**config.mk**
```make
export PLATFORM = sky130hd
export DESIGN_NAME = tdc_meas_ctrl
export DESIGN_NICKNAME = d
export VERILOG_FILES = /design/src/rtl/tdc_meas_ctrl.sv
export SDC_FILE = /design/constraint.sdc
export NUM_CORES = 1
export LEC_CHECK = 0
export CAP_MARGIN = 30
export CORE_AREA = 2 2 148 150
export CTS_CLUSTER_SIZE = 20
export DETAILED_ROUTE_END_ITERATION = 10
export DIE_AREA = 0 0 150 152
export HOLD_SLACK_MARGIN = 0.06
export MAX_ROUTING_LAYER = met4
export PLACE_DENSITY = 0.77
export SYNTH_ARGS = -nofsm -noshare
export SYNTH_HDL_FRONTEND = slang
export SYNTH_SLANG_ARGS = --single-unit
```
**constraint.sdc**
```tcl
create_clock -name sys_clk_p -period 7.6 [get_ports sys_clk_p]
set_input_delay 1.52 -clock sys_clk_p [delete_from_list [all_inputs] [get_ports sys_clk_p]]
set_output_delay 1.52 -clock sys_clk_p [all_outputs]
set_load 0.02 [all_outputs]
```
**src/rtl/tdc_meas_ctrl.sv**
```systemverilog
// tdc_meas_ctrl
//   Measurement sequencer for a single-channel, uncalibrated TDC. Sequences
//   enable/arm/ready, counts coarse clock cycles between start and stop hits,
//   detects timeouts and computes a linear interval:
//     result_ps = coarse * CLOCK_PERIOD_PS + (start_fine - stop_fine) * TAP_PS
//   with negative intervals clamped to 0.
//
//   Optional feature macro: TDC_MEAS_STATS_EN
//     defined   -> meas_count / timeout_count are saturating event counters
//     undefined -> both outputs tied to 0, no counter logic
//
// Ports
//   sys_clk_p       system clock, rising edge
//   sys_rst_n       asynchronous active-low reset
//   tdc_enable      level; low forces idle and clears error / data-valid
//   tdc_arm         acts on rising edge only
//   start_hit       one-cycle start pulse, start_fine valid with it
//   stop_hit        one-cycle stop pulse, stop_fine valid with it
//   result_valid    one-cycle pulse on entry to DONE
//   result_coarse   coarse cycles between start and stop
//   result_ps       unsigned interval in ps
//   led_*           status outputs
//   meas_count      completed measurements (stats build only)
//   timeout_count   timeouts (stats build only)

module tdc_meas_ctrl #(
  parameter int unsigned CLOCK_PERIOD_PS    = 10000,
  parameter int unsigned DELAY_LINE_TAPS    = 256,
  parameter int unsigned TAP_PS             = CLOCK_PERIOD_PS / DELAY_LINE_TAPS,
  parameter int unsigned TIMEOUT_CYCLES     = 100000,
  parameter int unsigned READY_DELAY_CYCLES = 16,
  parameter int unsigned COARSE_W           = 20
) (
  input  logic                sys_clk_p,
  input  logic                sys_rst_n,
  input  logic                tdc_enable,
  input  logic                tdc_arm,
  input  logic                start_hit,
  input  logic [7:0]          start_fine,
  input  logic                stop_hit,
  input  logic [7:0]          stop_fine,
  output logic                result_valid,
  output logic [COARSE_W-1:0] result_coarse,
  output logic [31:0]         result_ps,
  output logic                led_tdc_ready,
  output logic                led_measuring,
  output logic                led_data_valid,
  output logic                led_error,
  output logic [15:0]         meas_count,
  output logic [7:0]          timeout_count
);

  localparam int unsigned InitW = (READY_DELAY_CYCLES > 1) ? $clog2(READY_DELAY_CYCLES) : 1;
  localparam logic [InitW-1:0]    InitLast   = InitW'(READY_DELAY_CYCLES - 1);
  localparam logic [COARSE_W-1:0] CoarseLast = COARSE_W'(TIMEOUT_CYCLES - 1);
  localparam logic [33:0]         PeriodPs   = 34'(CLOCK_PERIOD_PS);
  localparam logic [33:0]         TapPs      = 34'(TAP_PS);

  typedef enum logic [2:0] {
    StInit,
    StIdle,
    StArmed,
    StMeas,
    StCalc,
    StDone,
    StError
  } state_e;

  state_e              state_q, state_d;
  logic [InitW-1:0]    init_cnt_q, init_cnt_d;
  logic [COARSE_W-1:0] coarse_q, coarse_d;
  logic [7:0]          start_fine_q, start_fine_d;
  logic [7:0]          stop_fine_q, stop_fine_d;
  logic [31:0]         result_ps_q, result_ps_d;
  logic [COARSE_W-1:0] result_coarse_q, result_coarse_d;
  logic                result_valid_q, result_valid_d;
  logic                arm_q;
  logic                arm_rise;

  assign arm_rise = tdc_arm & ~arm_q;

  // Interval arithmetic in 34-bit two's complement. Coarse is bounded by
  // TIMEOUT_CYCLES, so the positive product stays well inside the signed range.
  logic [8:0]  fine_diff;
  logic [33:0] coarse_ps;
  logic [33:0] fine_ps;
  logic [33:0] interval;
  logic [31:0] interval_clamped;

  assign fine_diff = {1'b0, start_fine_q} - {1'b0, stop_fine_q};
  assign coarse_ps = 34'(coarse_q) * PeriodPs;
  assign fine_ps   = {{25{fine_diff[8]}}, fine_diff} * TapPs;
  assign interval  = coarse_ps + fine_ps;

  always_comb begin
    interval_clamped = interval[31:0];
    if (interval[33]) begin
      interval_clamped = '0;
    end else if (interval[32]) begin
      interval_clamped = '1;
    end
  end

  // Next-state logic
  always_comb begin
    state_d         = state_q;
    init_cnt_d      = init_cnt_q;
    coarse_d        = coarse_q;
    start_fine_d    = start_fine_q;
    stop_fine_d     = stop_fine_q;
    result_ps_d     = result_ps_q;
    result_coarse_d = result_coarse_q;
    result_valid_d  = 1'b0;

    unique case (state_q)
      StInit: begin
        if (init_cnt_q == InitLast) begin
          state_d = StIdle;
        end else begin
          init_cnt_d = init_cnt_q + 1'b1;
        end
      end
      StIdle: begin
        if (tdc_enable && arm_rise) begin
          state_d = StArmed;
        end
      end
      StArmed: begin
        // A lone stop_hit is ignored; start and stop together go straight to CALC.
        if (start_hit) begin
          start_fine_d = start_fine;
          coarse_d     = '0;
          if (stop_hit) begin
            stop_fine_d = stop_fine;
            state_d     = StCalc;
          end else begin
            state_d = StMeas;
          end
        end
      end
      StMeas: begin
        // Incrementing on the stop edge too makes coarse equal the edge count
        // from the start edge to the stop edge.
        coarse_d = coarse_q + 1'b1;
        if (stop_hit) begin
          stop_fine_d = stop_fine;
          state_d     = StCalc;
        end else if (coarse_q == CoarseLast) begin
          state_d = StError;
        end
      end
      StCalc: begin
        result_ps_d     = interval_clamped;
        result_coarse_d = coarse_q;
        result_valid_d  = 1'b1;
        state_d         = StDone;
      end
      StDone: begin
        if (arm_rise) begin
          state_d = StArmed;
        end
      end
      StError: begin
        // Only tdc_enable low leaves ERROR.
      end
      default: begin
        state_d = StInit;
      end
    endcase

    // Enable low aborts everything outside INIT; last results are kept.
    if ((state_q != StInit) && !tdc_enable) begin
      state_d         = StIdle;
      result_ps_d     = result_ps_q;
      result_coarse_d = result_coarse_q;
      result_valid_d  = 1'b0;
    end
  end

  always_ff @(posedge sys_clk_p or negedge sys_rst_n) begin
    if (!sys_rst_n) begin
      state_q         <= StInit;
      init_cnt_q      <= '0;
      coarse_q        <= '0;
      start_fine_q    <= '0;
      stop_fine_q     <= '0;
      result_ps_q     <= '0;
      result_coarse_q <= '0;
      result_valid_q  <= 1'b0;
      arm_q           <= 1'b0;
    end else begin
      state_q         <= state_d;
      init_cnt_q      <= init_cnt_d;
      coarse_q        <= coarse_d;
      start_fine_q    <= start_fine_d;
      stop_fine_q     <= stop_fine_d;
      result_ps_q     <= result_ps_d;
      result_coarse_q <= result_coarse_d;
      result_valid_q  <= result_valid_d;
      arm_q           <= tdc_arm;
    end
  end

  assign result_valid   = result_valid_q;
  assign result_ps      = result_ps_q;
  assign result_coarse  = result_coarse_q;
  assign led_tdc_ready  = (state_q != StInit);
  assign led_measuring  = (state_q == StArmed) || (state_q == StMeas);
  assign led_data_valid = (state_q == StDone);
  assign led_error      = (state_q == StError);

`ifdef TDC_MEAS_STATS_EN
  logic [15:0] meas_count_q;
  logic [7:0]  timeout_count_q;
  logic        error_entry;

  assign error_entry = (state_q == StMeas) && (state_d == StError);

  always_ff @(posedge sys_clk_p or negedge sys_rst_n) begin
    if (!sys_rst_n) begin
      meas_count_q    <= '0;
      timeout_count_q <= '0;
    end else begin
      if (result_valid_d && (meas_count_q != 16'hFFFF)) begin
        meas_count_q <= meas_count_q + 1'b1;
      end
      if (error_entry && (timeout_count_q != 8'hFF)) begin
        timeout_count_q <= timeout_count_q + 1'b1;
      end
    end
  end

  assign meas_count    = meas_count_q;
  assign timeout_count = timeout_count_q;
`else
  assign meas_count    = '0;
  assign timeout_count = '0;
`endif

endmodule

```
======== After elaboration in Yosys (flattened, before gate mapping) ========
Index checks and enable logic that the tools add are counted.
operators by class
  add/subtract/negate cells ............... 4
  multipliers ............................. 2
  equality and inequality tests ........... 15
  muxes and demuxes ....................... 18
  bitwise operators ....................... 4
  reductions and logical operators ........ 12
operators by type and width
  operator                  number
  $mux W32                  2
  $pmux W20 S2              1
  $add A34 B34 Y34          1
  $mul A20 B10 Y30 const B  1
  $mux W3                   8
  $pmux W3 S7               1
  $add A20 B1 Y20 const B   1
  $eq A20 B17 Y1 const B    1
  $mux W20                  1
  $mul A9 B7 Y16 const B    1
  $mux W8                   2
  $pmux W8 S2               1
  $eq A3 B3 Y1 const B      3
  $ne A3 B3 Y1 const B      3
  $sub A8 B8 Y9             1
  $reduce_and A2 Y1         4
  $eq A3 B2 Y1 const B      2
  $reduce_and A6 Y1         1
  $add A4 B1 Y4 const B     1
  $eq A4 B4 Y1 const B      1
  $ne A4 B4 Y1 const B      1
  $eq A3 B1 Y1 const B      1
  $logic_not A3 Y1          1
  $ne A3 B1 Y1 const B      1
  other kinds (10)          14
word-level totals
  flip-flop bits (word level) ............. 97
  input port bits ......................... 22
  output and inout port bits .............. 81

======== Depth between registers and ports, before layout ========
Gate-level depths: netlist of run 1.
  depth in word-level cells ............... 6
  gate-level depth with buffers ........... 39
  gate-level depth less buffers ........... 38

======== Least setup slack after synthesis of run 1 ========
No wires, ideal clock.
  path kind ............................... register -> register
  start point ............................. register start_fine_q[0]
  end point ............................... register result_ps_q[30] (netlist: result_ps[30])
  setup time .............................. 80 ps
  arrival time ............................ 7748 ps
  data required time ...................... 7520 ps
  slack ................................... -228 ps
  cell stages (with the launch flop) ...... 36
  path through ............................ dfrtp_1 -> inv_1 -> ha_1 -> inv_1 -> fa_1 -> a21oi_1 -> nor2b_1 -> nor2_1 -> o21bai_1 -> a21oi_1 -> xnor2_1 -> ha_1 -> ha_1 -> fa_1 -> fa_1 -> ha_1 -> a2111oi_0 -> o21ai_1 -> and3_2 -> o21ai_4 -> or4_1 -> nand4_1 -> nor2_1 -> inv_2 -> clkbuf_1 -> ha_1 -> clkdlybuf4s18_1 -> a21oi_1 -> a221o_1 -> o311ai_2 -> a31o_4 -> nor3_1 -> and3b_1 -> buf_6 -> buf_6 -> o211ai_2
on the way
  cells in the longest elaborated chain, start to end .. 5
ends and longest elaborated chain
  what                    line  source
  start, declared         72    logic [7:0] start_fine_q, start_fine_d;
  start signal, assigned  195   start_fine_q <= start_fine_d;
  $sub A8 B8 Y9 *         90    assign fine_diff = {1'b0, start_fine_q} - {1'b0, stop_fine_q};
  $mul A9 B7 Y16 *        92    assign fine_ps = {{25{fine_diff[8]}}, fine_diff} * TapPs;
  $add A34 B34 Y34 *      93    assign interval = coarse_ps + fine_ps;
  $mux W32                99    end else if (interval[32]) begin
  $mux W32 *              97    if (interval[33]) begin
  end signal, assigned    197   result_ps_q <= result_ps_d;
  end, declared           74    logic [31:0] result_ps_q, result_ps_d;
Every way passes the cells marked *; elsewhere a longest branch is shown, timed or not.
A chain may end at the register's enable or synchronous reset.

======== Worst setup path in the final report of run 1 ========
  start point ............................. register start_fine_q[0]
  end point ............................... register result_ps_q[28] (netlist: result_ps[28])
Same word-level chain as after synthesis.

==> run_results.csv, run 1 <==
group,metric,value,unit
timing,slew_headroom,0.3963,
setup_path,cp_num_buf_inv,4,
floorplanning,initial_utilization,0.5259,
synthesis,synthArstFlopShare,1.000,
synthesis,yosysSeqAreaShare,0.2162,
clock_network,htreeDepth,3,
setup_path,cp.required,7.84,ns
synthesis,synthDistinctLibCells,87,
timing,rsz0062_at_grt,"true",
timing,worst_pin_slew,0.8972,ns
min_path,hold_class,"register to register",
outcome,violations,"negative setup slack",
floorplanning,die_w,150,um
floorplanning,die_h,152,um
timing,slew_viol_final,0,
clock_network,clock_latency,0.37,ns
timing,min_period_over_period,1.010,
clock_network,hold_buffers,0,
timing,skew,0.01594,ns
setup_path,critPathMaxFanout,7,
run,maxCapViolCount,0,
finish,final_util,0.6253,
grt,gr-total-overflow,0,
synthesis,synth_area_leaders,"dfrtp_1 22%, ha_1 19%, fa_1 11%",
synthesis,synth_most_common_cell,"inv_1",
finish,nNetsFinal,1669,
setup_path,cpMostUsedCell,"o21ai_1",
placement,gp_congestion,0.9419,
clock_network,cts_tree,"done",
setup_path,cp.arrival,7.92,ns
synthesis,synth_top_area_cell,"dfrtp_1",
setup_path,criticalPathCategory,"register to register",
routing,routed_via_density,5.569,
setup_path,crit_path_end_kind,"register",
timing,finalSetupTns,-1.843,ns
finish,area_delta_synth_final,18.90,%
clock_network,root_buffer,"clkbuf_16",
routing,first_pass_iters,5,
routing,wl,27690,um
synthesis,synth_top_area_frac,0.2162,
routing,drtIter0Drc,455,
clock_network,clock_path_buffers,2,
clock_network,numCtsBuffers,9,
synthesis,netlist_top_cells_count,"202 x inv_1, 168 x ha_1, 112 x nand2_1",
setup_path,cp_slowest_cell,"fa_1",
timing,setup_slack,-0.07631,ns
floorplanning,io_pins,103,
setup_path,start_kind,"register",
synthesis,ys_seq_elements,97,
setup_path,crit_family,"compound AO/OA/AOI/OAI gates",
finish,fill_cells,1822,
setup_path,critPathMaxStageDelay,0.60,ns
placement,placed_area,12550,sq um
timing,setup_viol,32,
setup_path,reg2reg_slack,-0.08,ns
synthesis,synth_enable_flop_cells,0,
grt,grt_pass1_vias,9670,
floorplanning,dieArea,22800,sq um
grt,grt_max_degree,54,
synthesis,yosysWarnings,0,
clock_network,clk_pin_slew_worst_paths,0.07,ns
routing,wl_per_cell,16.27,um
synthesis,syn_area,11230,sq um
timing,hold_viol,0,
finish,antenna_cells,0,
finish,final_design_area_no_fill,13350,sq um
synthesis,syn_inst,1284,
grt,antenna_found_initial,0,
grt,gr-usage-all-layers,0.2546,
floorplanning,core_region_area,21350,sq um
routing,postRouteAntennaNets,0,
grt,grt_pass1_wl,46100,um
finish,layout-drive-gt1-share,0.1463,
floorplanning,rows,54,
outcome,run_status,"complete, but fails checks",
routing,routed-via-count,9478,
placement,io_buffer_count,78,
placement,dp_hpwl,20560,um
synthesis,syn_area_per_cell,8.745,sq um
routing,route.detailed.drc,0,
clock_network,cts.sinks,97,
synthesis,ys.flop_type,"dfrtp_1",
timing,fmax,130.3,MHz
timing,min_period,7.676,ns
cell families after synthesis:
group / after synthesis / share of synthesized area
adder cells (fa/ha/maj): 230 / 0.2977
multiplexers: 29 / 0.02786
AO/OA/AOI/OAI: 277 / 0.1641
XOR/XNOR: 69 / 0.05505
buffers and inverters: 259 / 0.1022
other: 1 / 0.0003340
flip-flops: 97 / 0.2162
AND/OR/NAND/NOR: 322 / 0.1365
sequential cells by signal, indices dropped and copies added (netlist names):
| register | flops |
|---|---|
| result_ps | 32 |
| coarse_q | 20 |
| stop_fine_q | 8 |
| init_cnt_q | 4 |
| arm_q | 1 |
| state_q | 3 |
| result_valid | 1 |
| start_fine_q | 8 |
| result_coarse | 20 |
worst paths after layout:
check,startpoint,end,cells after the start
worst max-delay path,start_fine_q[0],result_ps[28],37
worst min-delay path,result_coarse[12],result_coarse[12],2
worst max register to register,start_fine_q[0],result_ps[28],37
worst min register to register,result_coarse[12],result_coarse[12],2
max in group asynchronous,sys_rst_n,result_ps[20],2
min in group asynchronous,sys_rst_n,init_cnt_q[0],1
area by class of cell:
type	instances	area [sq um]	share of cell area
Timing Repair Buffer	154	1428	0.1069
Tap cell	280	350.3	0.02624
Clock buffer	10	239.0	0.01790
Clock inverter	6	58.81	0.004405
Multi-Input combinational cell	951	8082	0.6053
Inverter	204	765.7	0.05736
Sequential cell	97	2427	0.1818
layer usage:
metal	global-route usage	wire length (um)	share of wire
met5	-	0	0
met4	0.08401	746	0.027
met3	0.02883	959	0.035
met2	0.4434	14360	0.52
met1	0.3054	11630	0.42
cells in the final DEF (no fill, tap or decap), drive strengths merged, types with 24 or more instances in the layout:
cell / n
a21oi: 58
buf: 76
clkdlybuf4s50: 77
conb: 24
dfrtp: 97
fa: 62
ha: 168
inv: 206
nand2: 112
nand3: 36
nor2: 75
o21ai: 93
xnor2: 49
per-stage QoR:
stage                     hold slack [ns]  instances  worst slack, ns
after floorplan                    0.4459       1307          0.01266
after global placement             0.4626       1668         -0.07488
after detailed placement           0.4715       1668          -0.2932
after CTS                          0.4868       1694         0.009317
after global routing               0.5120       1702          -0.4405
final                              0.4809       1702         -0.07631
tightest hold or removal path, cell delays in order (launching register included):
cell	delay (ns)
dfrtp_1	0.34
nand2_1	0.04
o21ai_0	0.06
timing repair:
item                                    CTS  global route
cloned                                    1             1
endpoints found under the hold margin     0             0
setup buffers                             9             9
pin swaps                                17            44
endpoints found under the setup margin   32            32
resized for setup                        18            61
Power of run 1 is not shown: default switching activity piles up to over one toggle a cycle in this logic, so the estimate is an artifact.
==> run 2, diff against run 1 <==
--- a/config.mk
+++ b/config.mk
@@ -6,13 +6,12 @@
 export NUM_CORES = 1
 export LEC_CHECK = 0
 export CAP_MARGIN = 30
-export CORE_AREA = 2 2 148 150
+export CORE_AREA = 2 2 183 185
 export CTS_CLUSTER_SIZE = 20
 export DETAILED_ROUTE_END_ITERATION = 10
-export DIE_AREA = 0 0 150 152
+export DIE_AREA = 0 0 185 187
 export HOLD_SLACK_MARGIN = 0.06
 export MAX_ROUTING_LAYER = met4
-export PLACE_DENSITY = 0.77
 export SYNTH_ARGS = -nofsm -noshare
 export SYNTH_HDL_FRONTEND = slang
 export SYNTH_SLANG_ARGS = --single-unit
==> run 2 against run 1 <==
  * The run still ends with negative setup slack left
  * Worst hold slack gained 0.0040 ns
  * Critical path depth did not move
  * Cell count increased by 11%
  * Fmax is 0.87% higher
  * Via count shrank 2.5%
  * Clock-buffer cell count did not move
  * Non-clock buffer count rose by 19
  * Global-route usage decreased by 8.4 points
  * Core utilization is 21 points lower
==> run_results.csv, run 2 (synthesis results as in run 1) <==
group,metric,value,unit
outcome,run_status,"complete, but fails checks",
outcome,violations,"negative setup slack",
timing,min_period_over_period,1.001,
timing,timing.hold.ws,0.4848,ns
finish,nNetsFinal,1688,
placement,gp_congestion,0.8704,
floorplanning,dieArea,34600,sq um
finish,fill_cells,3313,
min_path,hold_class,"register to register",
placement,placed_area,12910,sq um
grt,gr-total-overflow,0,
grt,gr-usage-all-layers,0.1708,
grt,grt_pass1_vias,9714,
routing,wl_per_cell,14.78,um
min_path,worstHoldStart,"result_ps[1]",
grt,grt_max_degree,71,
min_path,hold_depth,2,
setup_path,r2r-start,"start_fine_q[0]",
setup_path,cp.arrival,7.85,ns
clock_network,clock_latency,0.36,ns
grt,use_met3,0.02142,
clock_network,clk_pin_slew_worst_paths,0.07,ns
routing,first_pass_iters,5,
timing,setup_slack,-0.01046,ns
placement,dp_hpwl,21780,um
floorplanning,io_pins,103,
finish,final_cell_mix,"200 x inv_1, 161 x ha_1, 112 x nand2_1",
grt,grt_pass1_wl,46780,um
timing,rsz0062_at_grt,"true",
setup_path,criticalPathCategory,"register to register",
timing,fmax,131.4,MHz
clock_network,clock_path_buffers,2,
setup_path,critPathMaxFanout,8,
floorplanning,initial_utilization,0.3417,
clock_network,numCtsBuffers,9,
finish,layout-drive-gt1-share,0.1556,
finish,final_common_cell,"inv_1",
timing,skew,0.01353,ns
grt,grtUsageMet2,0.3094,
clock_network,root_buffer,"clkbuf_16",
setup_path,start_kind,"register",
floorplanning,core_region_area,32860,sq um
setup_path,cp.required,7.84,ns
placement,io_buffer_count,78,
timing,setup_viol,6,
floorplanning,die_h,187,um
timing,worst_pin_slew,0.8583,ns
clock_network,cts_tree,"done",
finish,seq_area,2427,sq um
finish,largest_reg_flops,32,
routing,routed-via-count,9244,
setup_path,cp_slowest_cell,"fa_1",
routing,routed_via_density,4.896,
routing,wl,27910,um
clock_network,htreeDepth,3,
setup_path,reg2regPathDepth,37,
setup_path,crit_path_end_kind,"register",
setup_path,reg2reg_slack,-0.01,ns
routing,drtIter0Drc,530,
grt,antenna_found_initial,0,
finish,multiInputGateArea,8066,sq um
setup_path,critPathMaxStageDelay,0.54,ns
run,maxCapViolCount,0,
finish,layout.cells.non_filler,1888,
grt,busiest_layer,"met2",
floorplanning,rows,67,
routing,postRouteAntennaNets,0,
timing,hold_viol,0,
finish,final_design_area_no_fill,13650,sq um
timing,min_period,7.610,ns
grt,use_met1,0.2010,
finish,antenna_cells,0,
placement,post-place-cells,1858,
timing,slew_headroom,0.4237,
timing,slew_viol_final,0,
floorplanning,die_w,185,um
routing,route.detailed.drc,0,
setup_path,critical_path.startpoint,"start_fine_q[0]",
clock_network,cts.sinks,97,
finish,area_delta_synth_final,21.57,%
[run 2: changes by cell type in the layout (fill, tap and decap cells not counted), moves of 8 or more]
cell,previous run,this run
buf_4,71,91
nor2_2,20,10
o21ai_1,33,24
o21ai_2,3,11
nor2_1,52,65
[run 2: layout make-up]
type                    instances  area share
clock buffers                  10     0.01751
clock inverters                 5    0.003666
inverters                     204     0.05610
multi-input cells             951      0.5909
flip-flops and latches         97      0.1778
well taps                     448     0.04106
repair buffers                173      0.1129
[run 2: critical path: cells and delay by family, from the launching register on]
family          cells  cell delay, ns
compound gates     17            2.91
fa+ha+maj           8            2.66
simple gates        6            0.86
buf+inv             4            0.46
flops               1            0.37
xor+xnor            2            0.24
[run 2: layer usage]
metal / vias up / wire [um]
li1: 4595 / -
met1: 4494 / 12140
met2: 127 / 14560
met3: 28 / 776
met4: 0 / 429
met5: - / 0
[run 2: timing repair]
item                                    4_1_cts  5_1_grt
cloned                                        0        2
gates resized for setup                      12       65
pin swaps                                     7       40
endpoints found under the setup margin       32       32
endpoints found under the hold margin         0        0
setup buffers                                 1       12
hold buffers                                  0        0
[run 2: worst paths after layout]
check                           endpoint
max reg2reg                result_ps[11]
min                         result_ps[1]
max                        result_ps[11]
min in group asynchronous  init_cnt_q[3]
min reg2reg                 result_ps[1]
max in group asynchronous  result_ps[20]
[run 2: stage by stage]
stage | setup TNS (ns) | setup slack [ns] | utilization
after floorplan | 0 | 0.01266 | -
after detailed placement | -7.320 | -0.2776 | 0.3928
after global routing | -11.08 | -0.4175 | 0.4154
final | -0.03285 | -0.01046 | 0.4154
after global placement | -4.421 | -0.1826 | 0.3928
after CTS | 0 | 0.003912 | 0.4034
Power of run 2 is left out for the same reason.
